--- src/rtl/imem_fetch_ctrl_if.sv ---
// Fetch-side bus: instruction memory address/data plus the
// valid/ready handshake toward the decoder.
interface imem_fetch_ctrl_if #(
    parameter int V = 32
);
    logic [V-1:0] imem_addr;
    logic [V-1:0] imem_rdata;
    logic         if_valid;
    logic         if_ready;
    logic [V-1:0] if_instr;
    logic [V-1:0] if_pc;

    modport master (
        output imem_addr,
        input  imem_rdata,
        output if_valid,
        output if_instr,
        output if_pc,
        input  if_ready
    );

    modport slave (
        input  imem_addr,
        output imem_rdata,
        input  if_valid,
        input  if_instr,
        input  if_pc,
        output if_ready
    );
endinterface

--- src/rtl/imem_fetch_ctrl.sv ---
// Instruction fetch controller with a small prefetch FIFO.
// Define FETCH_PERF_EN to add fetch/stall performance counters.
module imem_fetch_ctrl #(
    parameter int             V         = 32,
    parameter int             ram_size  = 512,
    parameter int             DEPTH     = 2,
    parameter logic [V-1:0]   BOOT_ADDR = '0
) (
    input  logic          clk,
    input  logic          rst_n,
    input  logic          start,
    input  logic          halt_req,
    input  logic          redirect_valid,
    input  logic [V-1:0]  redirect_pc,
    imem_fetch_ctrl_if.master fbus,
    output logic          busy,
    output logic          fetch_err
`ifdef FETCH_PERF_EN
    ,
    output logic [31:0]   perf_fetch_cnt,
    output logic [31:0]   perf_stall_cnt
`endif
);

    localparam int AW = $clog2(DEPTH);
    localparam logic [AW:0]  FULL      = (AW+1)'(DEPTH);
    localparam logic [V-1:0] RAM_WORDS = V'(ram_size);

    localparam logic [1:0] S_IDLE  = 2'd0;
    localparam logic [1:0] S_FETCH = 2'd1;
    localparam logic [1:0] S_DRAIN = 2'd2;

    logic [1:0]    state_q, state_d;
    logic [V-1:0]  pc_q, pc_d;
    logic [AW:0]   count_q, count_d;
    logic [AW-1:0] rd_q, rd_d;
    logic [AW-1:0] wr_q, wr_d;
    logic          err_q, err_d;
    logic [V-1:0]  ins_q [DEPTH];
    logic [V-1:0]  pcb_q [DEPTH];

    logic pop_ok, pop, push, flush;
    logic has_slot, in_range;

    assign fbus.imem_addr = pc_q;
    assign fbus.if_valid  = (count_q != '0);
    assign fbus.if_instr  = fbus.if_valid ? ins_q[rd_q] : '0;
    assign fbus.if_pc     = fbus.if_valid ? pcb_q[rd_q] : '0;
    assign busy           = (state_q != S_IDLE);
    assign fetch_err      = err_q;

    assign pop_ok   = fbus.if_valid && fbus.if_ready;
    assign has_slot = (count_q < FULL) || pop_ok;
    assign in_range = {2'b00, pc_q[V-1:2]} < RAM_WORDS;

    // Priority: redirect > halt > out-of-range > normal fetch.
    always_comb begin
        state_d = state_q;
        pc_d    = pc_q;
        err_d   = err_q;
        push    = 1'b0;
        pop     = 1'b0;
        flush   = 1'b0;
        case (state_q)
            S_IDLE: begin
                if (start) begin
                    state_d = S_FETCH;
                    pc_d    = BOOT_ADDR;
                end
            end
            S_FETCH: begin
                if (redirect_valid) begin
                    flush = 1'b1;
                    pc_d  = {redirect_pc[V-1:2], 2'b00};
                    if (redirect_pc[1:0] != 2'b00)
                        err_d = 1'b1;
                end else if (halt_req) begin
                    pop     = pop_ok;
                    state_d = S_DRAIN;
                end else begin
                    pop = pop_ok;
                    if (has_slot) begin
                        if (in_range) begin
                            push = 1'b1;
                            pc_d = pc_q + V'(4);
                        end else begin
                            err_d   = 1'b1;
                            state_d = S_DRAIN;
                        end
                    end
                end
            end
            S_DRAIN: begin
                if (redirect_valid) begin
                    flush   = 1'b1;
                    state_d = S_IDLE;
                end else begin
                    pop = pop_ok;
                    if (count_q == '0 ||
                        (count_q == (AW+1)'(1) && pop_ok))
                        state_d = S_IDLE;
                end
            end
            default: state_d = S_IDLE;
        endcase
    end

    always_comb begin
        count_d = count_q;
        rd_d    = rd_q;
        wr_d    = wr_q;
        if (flush) begin
            count_d = '0;
            rd_d    = '0;
            wr_d    = '0;
        end else begin
            count_d = count_q + (AW+1)'(push) - (AW+1)'(pop);
            rd_d    = rd_q + AW'(pop);
            wr_d    = wr_q + AW'(push);
        end
    end

    always_ff @(posedge clk or negedge rst_n) begin
        if (!rst_n) begin
            state_q <= S_IDLE;
            pc_q    <= BOOT_ADDR;
            count_q <= '0;
            rd_q    <= '0;
            wr_q    <= '0;
            err_q   <= 1'b0;
        end else begin
            state_q <= state_d;
            pc_q    <= pc_d;
            count_q <= count_d;
            rd_q    <= rd_d;
            wr_q    <= wr_d;
            err_q   <= err_d;
        end
    end

    always_ff @(posedge clk or negedge rst_n) begin
        if (!rst_n) begin
            for (int i = 0; i < DEPTH; i++) begin
                ins_q[i] <= '0;
                pcb_q[i] <= '0;
            end
        end else if (push) begin
            ins_q[wr_q] <= fbus.imem_rdata;
            pcb_q[wr_q] <= pc_q;
        end
    end

`ifdef FETCH_PERF_EN
    logic [31:0] pf_q, pf_d;
    logic [31:0] ps_q, ps_d;
    logic        stall;

    assign stall = fbus.if_valid && !fbus.if_ready;

    always_comb begin
        pf_d = pf_q;
        ps_d = ps_q;
        if (push && pf_q != '1)
            pf_d = pf_q + 32'd1;
        if (stall && ps_q != '1)
            ps_d = ps_q + 32'd1;
    end

    always_ff @(posedge clk or negedge rst_n) begin
        if (!rst_n) begin
            pf_q <= '0;
            ps_q <= '0;
        end else begin
            pf_q <= pf_d;
            ps_q <= ps_d;
        end
    end

    assign perf_fetch_cnt = pf_q;
    assign perf_stall_cnt = ps_q;
`endif

endmodule

--- src/flat_wrapper.sv ---
// flat-port wrapper written by rule: the top's interface ports become plain ports
module imem_fetch_ctrl_flat 
#(
    parameter int             V         = 32,
    parameter int             ram_size  = 512,
    parameter int             DEPTH     = 2,
    parameter logic [V-1:0]   BOOT_ADDR = '0
)
  (clk, rst_n, start, halt_req, redirect_valid, redirect_pc, busy, fetch_err, fbus_imem_addr, fbus_imem_rdata, fbus_if_valid, fbus_if_instr, fbus_if_pc, fbus_if_ready);
  imem_fetch_ctrl_if #(.V(V)) fbus_i ();
  input  logic clk;
  input  logic rst_n;
  input  logic start;
  input  logic halt_req;
  input  logic redirect_valid;
  input  logic [V-1:0] redirect_pc;
  output logic busy;
  output logic fetch_err;
  output wire logic [$bits(fbus_i.imem_addr)-1:0] fbus_imem_addr;
  input wire logic [$bits(fbus_i.imem_rdata)-1:0] fbus_imem_rdata;
  output wire logic [$bits(fbus_i.if_valid)-1:0] fbus_if_valid;
  output wire logic [$bits(fbus_i.if_instr)-1:0] fbus_if_instr;
  output wire logic [$bits(fbus_i.if_pc)-1:0] fbus_if_pc;
  input wire logic [$bits(fbus_i.if_ready)-1:0] fbus_if_ready;
  assign fbus_imem_addr = fbus_i.imem_addr;
  assign fbus_i.imem_rdata = fbus_imem_rdata;
  assign fbus_if_valid = fbus_i.if_valid;
  assign fbus_if_instr = fbus_i.if_instr;
  assign fbus_if_pc = fbus_i.if_pc;
  assign fbus_i.if_ready = fbus_if_ready;
  imem_fetch_ctrl #(.V(V), .ram_size(ram_size), .DEPTH(DEPTH), .BOOT_ADDR(BOOT_ADDR)) u_core (.clk(clk), .rst_n(rst_n), .start(start), .halt_req(halt_req), .redirect_valid(redirect_valid), .redirect_pc(redirect_pc), .fbus(fbus_i), .busy(busy), .fetch_err(fetch_err));
endmodule
--- config.mk ---
export PLATFORM = sky130hd
export DESIGN_NAME = imem_fetch_ctrl_flat
export DESIGN_NICKNAME = d
export VERILOG_FILES = /design/src/rtl/imem_fetch_ctrl_if.sv /design/src/rtl/imem_fetch_ctrl.sv /design/src/flat_wrapper.sv
export SDC_FILE = /design/constraint.sdc
export NUM_CORES = 1
export LEC_CHECK = 0
export CORE_MARGIN = 2
export CORE_UTILIZATION = 25
export DETAILED_ROUTE_END_ITERATION = 10
export PLACE_DENSITY = 0.45
export SLEW_MARGIN = 30
export SYNTH_ARGS = -nofsm -noshare
export SYNTH_HDL_FRONTEND = slang
export SYNTH_SLANG_ARGS = --single-unit
export TNS_END_PERCENT = 50
--- constraint.sdc ---
create_clock -name clk -period 7.2 [get_ports clk]
set_clock_uncertainty 0.2 [all_clocks]
set_input_delay 1.44 -clock clk [delete_from_list [all_inputs] [get_ports clk]]
set_output_delay 1.44 -clock clk [all_outputs]
set_load 0.02 [all_outputs]
# --- Word level (Yosys, flattened, before mapping) ---
# Index checks and enable logic that the tools add are counted.
word_totals:
  regBits: 167
  latch_bits: 0
  mem_bits_rw: 0
  romBits: 0
  input_bits: 70
  out_inout_bits: 99
  word_cells: 95
  mem_count: 0
classes:
  addsub: 5
  mul: 0
  n_div: 0
  order_cmp: 5
  n_eq_ne: 14
  shift: 0
  mux: 43
  bitwise: 2
  n_reduce_logical: 16
ops:
  columns: ["cell", "n"]
  rows:
  - ["two-way mux 32 bit", 14]
  - ["bitwise mux 64 bit", 2]
  - ["one-hot mux 32 bit (2 select lines)", 1]
  - ["adder 32 x 3 -> 32 bit, second input constant", 1]
  - ["demux 32 bit (select 1 bit)", 1]
  - ["less-than comparator 30 x 10 -> 1 bit, second input constant", 1]
  - ["two-way mux 1 bit", 16]
  - ["two-way mux 2 bit", 8]
  - ["AND reduction 5 bit", 3]
  - ["inequality test 3 x 2 -> 1 bit, second input constant", 4]
  - ["nonzero test 2 bit", 5]
  - ["inequality test 2 bit, second input constant", 3]
  - ["inequality test 3 bit, second input constant", 2]
  - ["one-hot mux 2 bit (3 select lines)", 1]
  - ["equality test 2 x 1 -> 1 bit, second input constant", 2]
  - ["greater-or-equal comparator 2 bit, second input constant", 2]
  - ["logical NOT 2 bit", 2]
  - ["inequality test 2 x 1 -> 1 bit, second input constant", 2]
  - ["inverter 1 -> 2 bit", 2]
  - ["logical AND 1 bit", 3]
  - ["adder 1 bit", 2]
  - ["adder 2 x 1 -> 2 bit", 1]
  - ["equality test 2 bit, second input constant", 1]
  - ["logical OR 1 bit", 2]
  - ["4 further kinds", 4]

# --- Longest topological paths before layout ---
depth:
  word_depth: 10
  ltp_mapped: 11
  depth_no_buf: 10

# --- Least setup slack after synthesis ---
# OpenSTA, ideal clock, no wires.
synth_path:
  kind: "input-to-reg"
  startpoint: "input port redirect_valid"
  endpoint: "register u_core.ins_q[10] (netlist name)"
  setup_ns: 0.125
  t_arrival_ns: 3.325
  t_required_ns: 6.875
  path_slack_ns: 3.550
  path_stages: 8
  path_buffers: 3
  path_cell_list: "nand2b_1 clkbuf_1 nor3_1 nor2b_1 ha_1 clkbuf_1 clkbuf_1 mux2_2"
synth_via:
  elab_chain_len: 2
synth_lines:
  columns: ["element", "line", "source"]
  rows:
  - ["start: declaration", "flat_wrapper.sv:15", "input logic redirect_valid;"]
  - ["two-way mux 1 bit", "imem_fetch_ctrl.sv:72", "if (redirect_valid) begin"]
  - ["two-way mux 1 bit", "imem_fetch_ctrl.sv:64", "case (state_q)"]
  - ["end signal: indexed assignment", "imem_fetch_ctrl.sv:148", "ins_q[wr_q] <= fbus.imem_rdata;"]
  - ["end: declaration", "imem_fetch_ctrl.sv:39", "logic [V-1:0] ins_q [DEPTH];"]
# Every way passes these cells.
# A chain may end at the register's enable or synchronous reset.

# --- Final worst setup path ---
layout_path:
  startpoint: "register u_core.rd_q"
  endpoint: "output port fbus_if_pc[14]"
layout_via:
  elab_chain_len: 5
layout_lines:
  columns: ["element", "line", "source"]
  rows:
  - ["start: declaration", "imem_fetch_ctrl.sv:36", "logic [AW-1:0] rd_q, rd_d;"]
  - ["start signal: assignment", "imem_fetch_ctrl.sv:135", "rd_q <= rd_d;"]
  - ["inverter 1 -> 2 bit (not written as such)", "imem_fetch_ctrl.sv:48", "assign fbus.if_pc = fbus.if_valid ? pcb_q[rd_q] : '0;"]
  - ["two-way mux 32 bit (not written as such) (3 in a row)", "imem_fetch_ctrl.sv:48", null]
  - ["two-way mux 32 bit", "imem_fetch_ctrl.sv:48", null]
  - ["end: declaration", "flat_wrapper.sv:23", "output wire logic [$bits(fbus_i.if_pc)-1:0] fbus_if_pc;"]
# Every way passes these cells. The select of a mux whose other input is x is not followed.

==> impl_results.html <==
<table>
<tr><th>Metric</th><th>Value</th></tr>
<tr><th colspan="2">Run status</th></tr>
<tr><td>Result of the run</td><td>finished clean</td></tr>
<tr><th colspan="2">Synth</th></tr>
<tr><td>Number of enable flip-flop cells after synthesis</td><td>0</td></tr>
<tr><td>Cell accounting for the most synthesized area</td><td>sky130_fd_sc_hd__dfrtp_1</td></tr>
<tr><td>Top cell type's share of synthesized area</td><td>0.525</td></tr>
<tr><td>Distinct cells, synth</td><td>51</td></tr>
<tr><td>Adder-cell area share of the yosys netlist</td><td>0.0130</td></tr>
<tr><td>Top cells by area, synth</td><td>sky130_fd_sc_hd__dfrtp_1 (52%), sky130_fd_sc_hd__mux2_2 (18%), sky130_fd_sc_hd__mux2i_1 (8.2%), sky130_fd_sc_hd__nor2_1 (3.6%), sky130_fd_sc_hd__nand2_1 (2.4%)</td></tr>
<tr><td>Share of flip-flops with an asynchronous set or reset after synthesis</td><td>1.00</td></tr>
<tr><td>Count of yosys warnings during synthesis</td><td>0</td></tr>
<tr><td>Area share of and/or/nand/nor cells after synthesis</td><td>0.102</td></tr>
<tr><td>Syn Inst Count</td><td>around 660</td></tr>
<tr><td>Complex-gate fraction of the synthesized area</td><td>0.0574</td></tr>
<tr><td>Synth Area in XOR/XNOR</td><td>0.00228</td></tr>
<tr><td>Mean post-synth cell area</td><td>11.6 sq um</td></tr>
<tr><td>Multiplexer share of the synthesized area</td><td>0.266</td></tr>
<tr><td>Largest family of logic cells by synthesized area</td><td>multiplexers</td></tr>
<tr><td>Count of state elements after synthesis</td><td>between 150 and 200</td></tr>
<tr><td>Netlist area before placement</td><td>between 7000 and 8000 sq um</td></tr>
<tr><td>Flip-flop cell with the highest count after synthesis</td><td>sky130_fd_sc_hd__dfrtp_1</td></tr>
<tr><td>Share of the yosys chip area belonging to registers</td><td>0.525</td></tr>
<tr><th colspan="2">Setup path</th></tr>
<tr><td>Number of cell instances on the worst register-to-register path</td><td>7</td></tr>
<tr><td>Critical R2R Launch</td><td>u_core.fbus.imem_addr[28]</td></tr>
<tr><td>Worst stage delay on the critical path</td><td>0.91 ns</td></tr>
<tr><td>CP Class</td><td>flop to output pin</td></tr>
<tr><td>Startpoint Class</td><td>flop</td></tr>
<tr><td>Worst EP arrival</td><td>2.88 ns</td></tr>
<tr><td>Endpoint of the most critical register-to-register path</td><td>u_core.ins_q[32]</td></tr>
<tr><td>Cell with the biggest individual delay on the critical path</td><td>sky130_fd_sc_hd__dfrtp_4</td></tr>
<tr><td>CP Cell Sequence</td><td>buf_4 -&gt; mux2i_1 -&gt; nor2_1 -&gt; clkdlybuf4s50_1</td></tr>
<tr><td>Maximum fanout along the worst path</td><td>40</td></tr>
<tr><td>Type of destination of the critical path</td><td>output pin</td></tr>
<tr><td>Worst-case register-to-register setup slack</td><td>~3.5 ns</td></tr>
<tr><td>Required time of the worst setup path</td><td>5.56 ns</td></tr>
<tr><th colspan="2">STA</th></tr>
<tr><td>Share of the cycle needed by the critical path after routing</td><td>0.628</td></tr>
<tr><td>Worst hold-check slack</td><td>0.277 ns</td></tr>
<tr><td>Final count of negative-setup-slack endpoints</td><td>0</td></tr>
<tr><td>Max Transition Viols Final</td><td>0</td></tr>
<tr><td>Final critical path time including I/O delays and setup</td><td>about 4.5 ns</td></tr>
<tr><td>Final count of hold timing violations</td><td>0</td></tr>
<tr><td>Worst slew slack as a fraction of its limit</td><td>0.463</td></tr>
<tr><td>Actual transition at the worst max-transition pin</td><td>0.805 ns</td></tr>
<tr><td>RSZ-0062 raised after global routing</td><td>no</td></tr>
<tr><td>Worst-case setup margin in the final layout</td><td>2.68 ns</td></tr>
<tr><td>Maximum frequency from static timing analysis</td><td>221 MHz</td></tr>
<tr><td>Total negative slack for setup checks</td><td>0 ns</td></tr>
<tr><th colspan="2">Placement</th></tr>
<tr><td>Total placed cells including tap cells</td><td>1185</td></tr>
<tr><td>DP Worst Slack</td><td>2.49 ns</td></tr>
<tr><td>Number of port buffers</td><td>between 150 and 200</td></tr>
<tr><td>Hpwl dp</td><td>14300 um</td></tr>
<tr><td>Placer Congestion</td><td>~0.75</td></tr>
<tr><th colspan="2">Finish</th></tr>
<tr><td>Fraction of layout cells with a size suffix above 1</td><td>0.216</td></tr>
<tr><td>Non-filler instance count after layout</td><td>between 1000 and 1500</td></tr>
<tr><td>Layout overhead on the synthesized area</td><td>35.4%</td></tr>
<tr><td>Share of the core filled with cells in the final layout</td><td>0.341</td></tr>
<tr><td>Antenna diodes</td><td>0</td></tr>
<tr><td>Net count of the finished layout</td><td>between 800 and 900</td></tr>
<tr><th colspan="2">Worst hold path</th></tr>
<tr><td>Hold Crit Class</td><td>flop to flop</td></tr>
<tr><td>Startpoint of the lowest-slack hold path</td><td>u_core.fetch_err</td></tr>
<tr><td>Hold path depth</td><td>1</td></tr>
<tr><td>Worst min-delay path endpoint</td><td>u_core.fetch_err</td></tr>
<tr><th colspan="2">Clocking</th></tr>
<tr><td>CTS Root Buffer Type</td><td>sky130_fd_sc_hd__clkbuf_16</td></tr>
<tr><td>Total number of clock tree sinks</td><td>161</td></tr>
<tr><td>Worst-case clock buffer depth</td><td>2</td></tr>
<tr><td>Count of hold-fix buffers inserted at cts</td><td>0</td></tr>
<tr><td>Count of buffers added by post-CTS timing repair for setup</td><td>0</td></tr>
<tr><td>Clock transition at path regs</td><td>0.07 ns</td></tr>
<tr><td>Number of buffers inserted during clock tree synthesis</td><td>17</td></tr>
<tr><td>CTS tree</td><td>done</td></tr>
<tr><td>Insertion delay to the later sink of the worst-skew pair</td><td>0.42 ns</td></tr>
<tr><td>Cells resized by post-CTS repair</td><td>0</td></tr>
<tr><td>Level count of the clock H-tree</td><td>4</td></tr>
<tr><th colspan="2">Floorplanning</th></tr>
<tr><td>Full die area</td><td>about 32000 sq um</td></tr>
<tr><td>Placement Rows</td><td>64</td></tr>
<tr><td>X dimension of the die</td><td>around 180 um</td></tr>
<tr><td>Num ports</td><td>169</td></tr>
<tr><td>Height of the die</td><td>about 180 um</td></tr>
<tr><td>Core outline area</td><td>between 30000 and 40000 sq um</td></tr>
<tr><td>Starting density of the core</td><td>0.252</td></tr>
<tr><th colspan="2">Global routing</th></tr>
<tr><td>Maximum number of pins on one net before global-route repair</td><td>62</td></tr>
<tr><td>Total GRT Usage</td><td>0.135</td></tr>
<tr><td>Number of global-route vias before repair</td><td>around 5600</td></tr>
<tr><td>Number of antenna violations at the first check in global routing</td><td>0</td></tr>
<tr><td>Final global-route overflow total</td><td>0</td></tr>
<tr><td>First-pass GRT wire length</td><td>~33000 um</td></tr>
<tr><th colspan="2">Pwr</th></tr>
<tr><td>Total power per unit cell area</td><td>approximately 360 nW/um^2</td></tr>
<tr><td>Worst vdd ir</td><td>0.000198 V</td></tr>
<tr><td>Static leakage</td><td>0.00439 uW</td></tr>
<tr><th colspan="2">Job</th></tr>
<tr><td>Max Cap Viol</td><td>0</td></tr>
<tr><th colspan="2">Route</th></tr>
<tr><td>Count of vias placed by the detailed router</td><td>roughly 5400</td></tr>
<tr><td>Final wirelength</td><td>about 21000 um</td></tr>
<tr><td>Number of remaining DRC errors</td><td>0</td></tr>
<tr><td>First drt pass iteration count</td><td>4</td></tr>
<tr><td>Antenna-violating nets left</td><td>0</td></tr>
<tr><td>Mean routed wirelength per cell</td><td>17.4 um</td></tr>
<tr><td>Starting DRT DRC Count</td><td>about 280</td></tr>
<tr><td>DR vias/cell</td><td>4.45</td></tr>
</table>
## area by class of cell
class,count,area [sq um]
Clock buffer,21,460
Clock inverter,11,176
Fill cell,3070,20000
Inverter,15,56.3
Multi-Input combinational cell,440,3430
Sequential cell,161,4030
Tap cell,396,495
Timing Repair Buffer,173,1740
## placed cells by master (no fill, tap or decap), types with 4 or more instances in the layout
cell,count
sky130_fd_sc_hd__nor2_1,72
sky130_fd_sc_hd__mux2i_1,63
sky130_fd_sc_hd__inv_1,15
sky130_fd_sc_hd__ha_1,6
sky130_fd_sc_hd__nor2b_1,4
sky130_fd_sc_hd__nand2_1,50
sky130_fd_sc_hd__a32oi_1,4
sky130_fd_sc_hd__nand3_1,6
sky130_fd_sc_hd__nor3_1,6
sky130_fd_sc_hd__a21oi_1,14
sky130_fd_sc_hd__clkdlybuf4s50_1,163
sky130_fd_sc_hd__bufinv_16,4
sky130_fd_sc_hd__clkbuf_16,17
sky130_fd_sc_hd__nor4_1,5
sky130_fd_sc_hd__conb_1,4
sky130_fd_sc_hd__dfrtp_1,160
sky130_fd_sc_hd__o21ai_0,25
sky130_fd_sc_hd__mux2_2,124
sky130_fd_sc_hd__buf_4,7
## sequential cells by signal, summed over array words and instances, names as in the netlist
| register | cells |
|---|---|
| u_core.ins_q | 64 |
| u_core.wr_q | 1 |
| u_core.state_q | 2 |
| u_core.fetch_err | 1 |
| u_core.rd_q | 1 |
| u_core.pcb_q | 60 |
| u_core.fbus.imem_addr | 30 |
| u_core.count_q | 2 |
## critical path: cells and delay by family (launching register included)
kind	cells	cell delay [ns]
multiplexers	1	0.34
AND/OR/NAND/NOR	1	0.07
flip-flops	1	0.91
buffers and inverters	2	1.14
## cell usage after synthesis (all sizes together), types with 2 or more instances
cell    instances
a22oi           2
o21ai          25
o22a            2
inv            15
nand2b          2
o311ai          6
clkbuf         35
a31o            2
mux2i          63
mux2          125
nand2          50
nor3b           4
nand3b          3
or3             2
nor3            6
buf            11
a32oi           4
o31a            2
nor2           73
nor2b           6
a31oi           3
nor4            5
nand4           3
and2            2
a21oi          14
ha              8
nand3           6
dfrtp         161
a211oi          2
and3            3
## logic make-up (layout without fill, tap and decap cells)
kind of cell,Yosys count,after routing
mux,188,188
simple gates,170,170
flops,161,161
compound gates,68,68
buf+inv,61,220
fa+ha+maj,8,8
xor+xnor,2,2
other cells,1,4
## power breakdown
group | switching [uW] | total (uW) | internal (uW)
logic | 720 | 1350 | 629
clock network | 389 | 993 | 604
registers | 265 | 1420 | 1150
total | 1370 | 3760 | 2380
## metal layers
| layer | global-route usage | wire, um |
|---|---|---|
| met5 | 0 | 0 |
| met4 | 0.0403 | 271 |
| met3 | 0.0259 | 837 |
| met2 | 0.215 | 9950 |
| met1 | 0.187 | 10100 |
## per-stage QoR
step / power, uW / cell area, sq um
2_1_floorplan: 2230 / 7690
3_3_place_gp: 2800 / 9710
3_5_place_dp: 2810 / 9750
4_1_cts: 3830 / 10400
5_1_grt: 4020 / 10400
6_report: 3760 / 10400
## worst max-delay path by stage
| stage | start | end | slack [ns] | depth (start not counted) |
|---|---|---|---|---|
| final | u_core.rd_q | fbus_if_pc[14] | 2.68 | 4 |
| after global placement | redirect_valid | u_core.ins_q[7] | 2.41 | 7 |
| after global routing | u_core.rd_q | fbus_if_pc[14] | 2.50 | 4 |
| after detailed placement | redirect_valid | u_core.pcb_q[38] | 2.49 | 8 |
| after CTS | u_core.rd_q | fbus_if_pc[14] | 2.57 | 4 |
| after floorplan | redirect_valid | u_core.ins_q[10] | 3.55 | 8 |
Note: power is estimated with default switching activity, not from simulation.
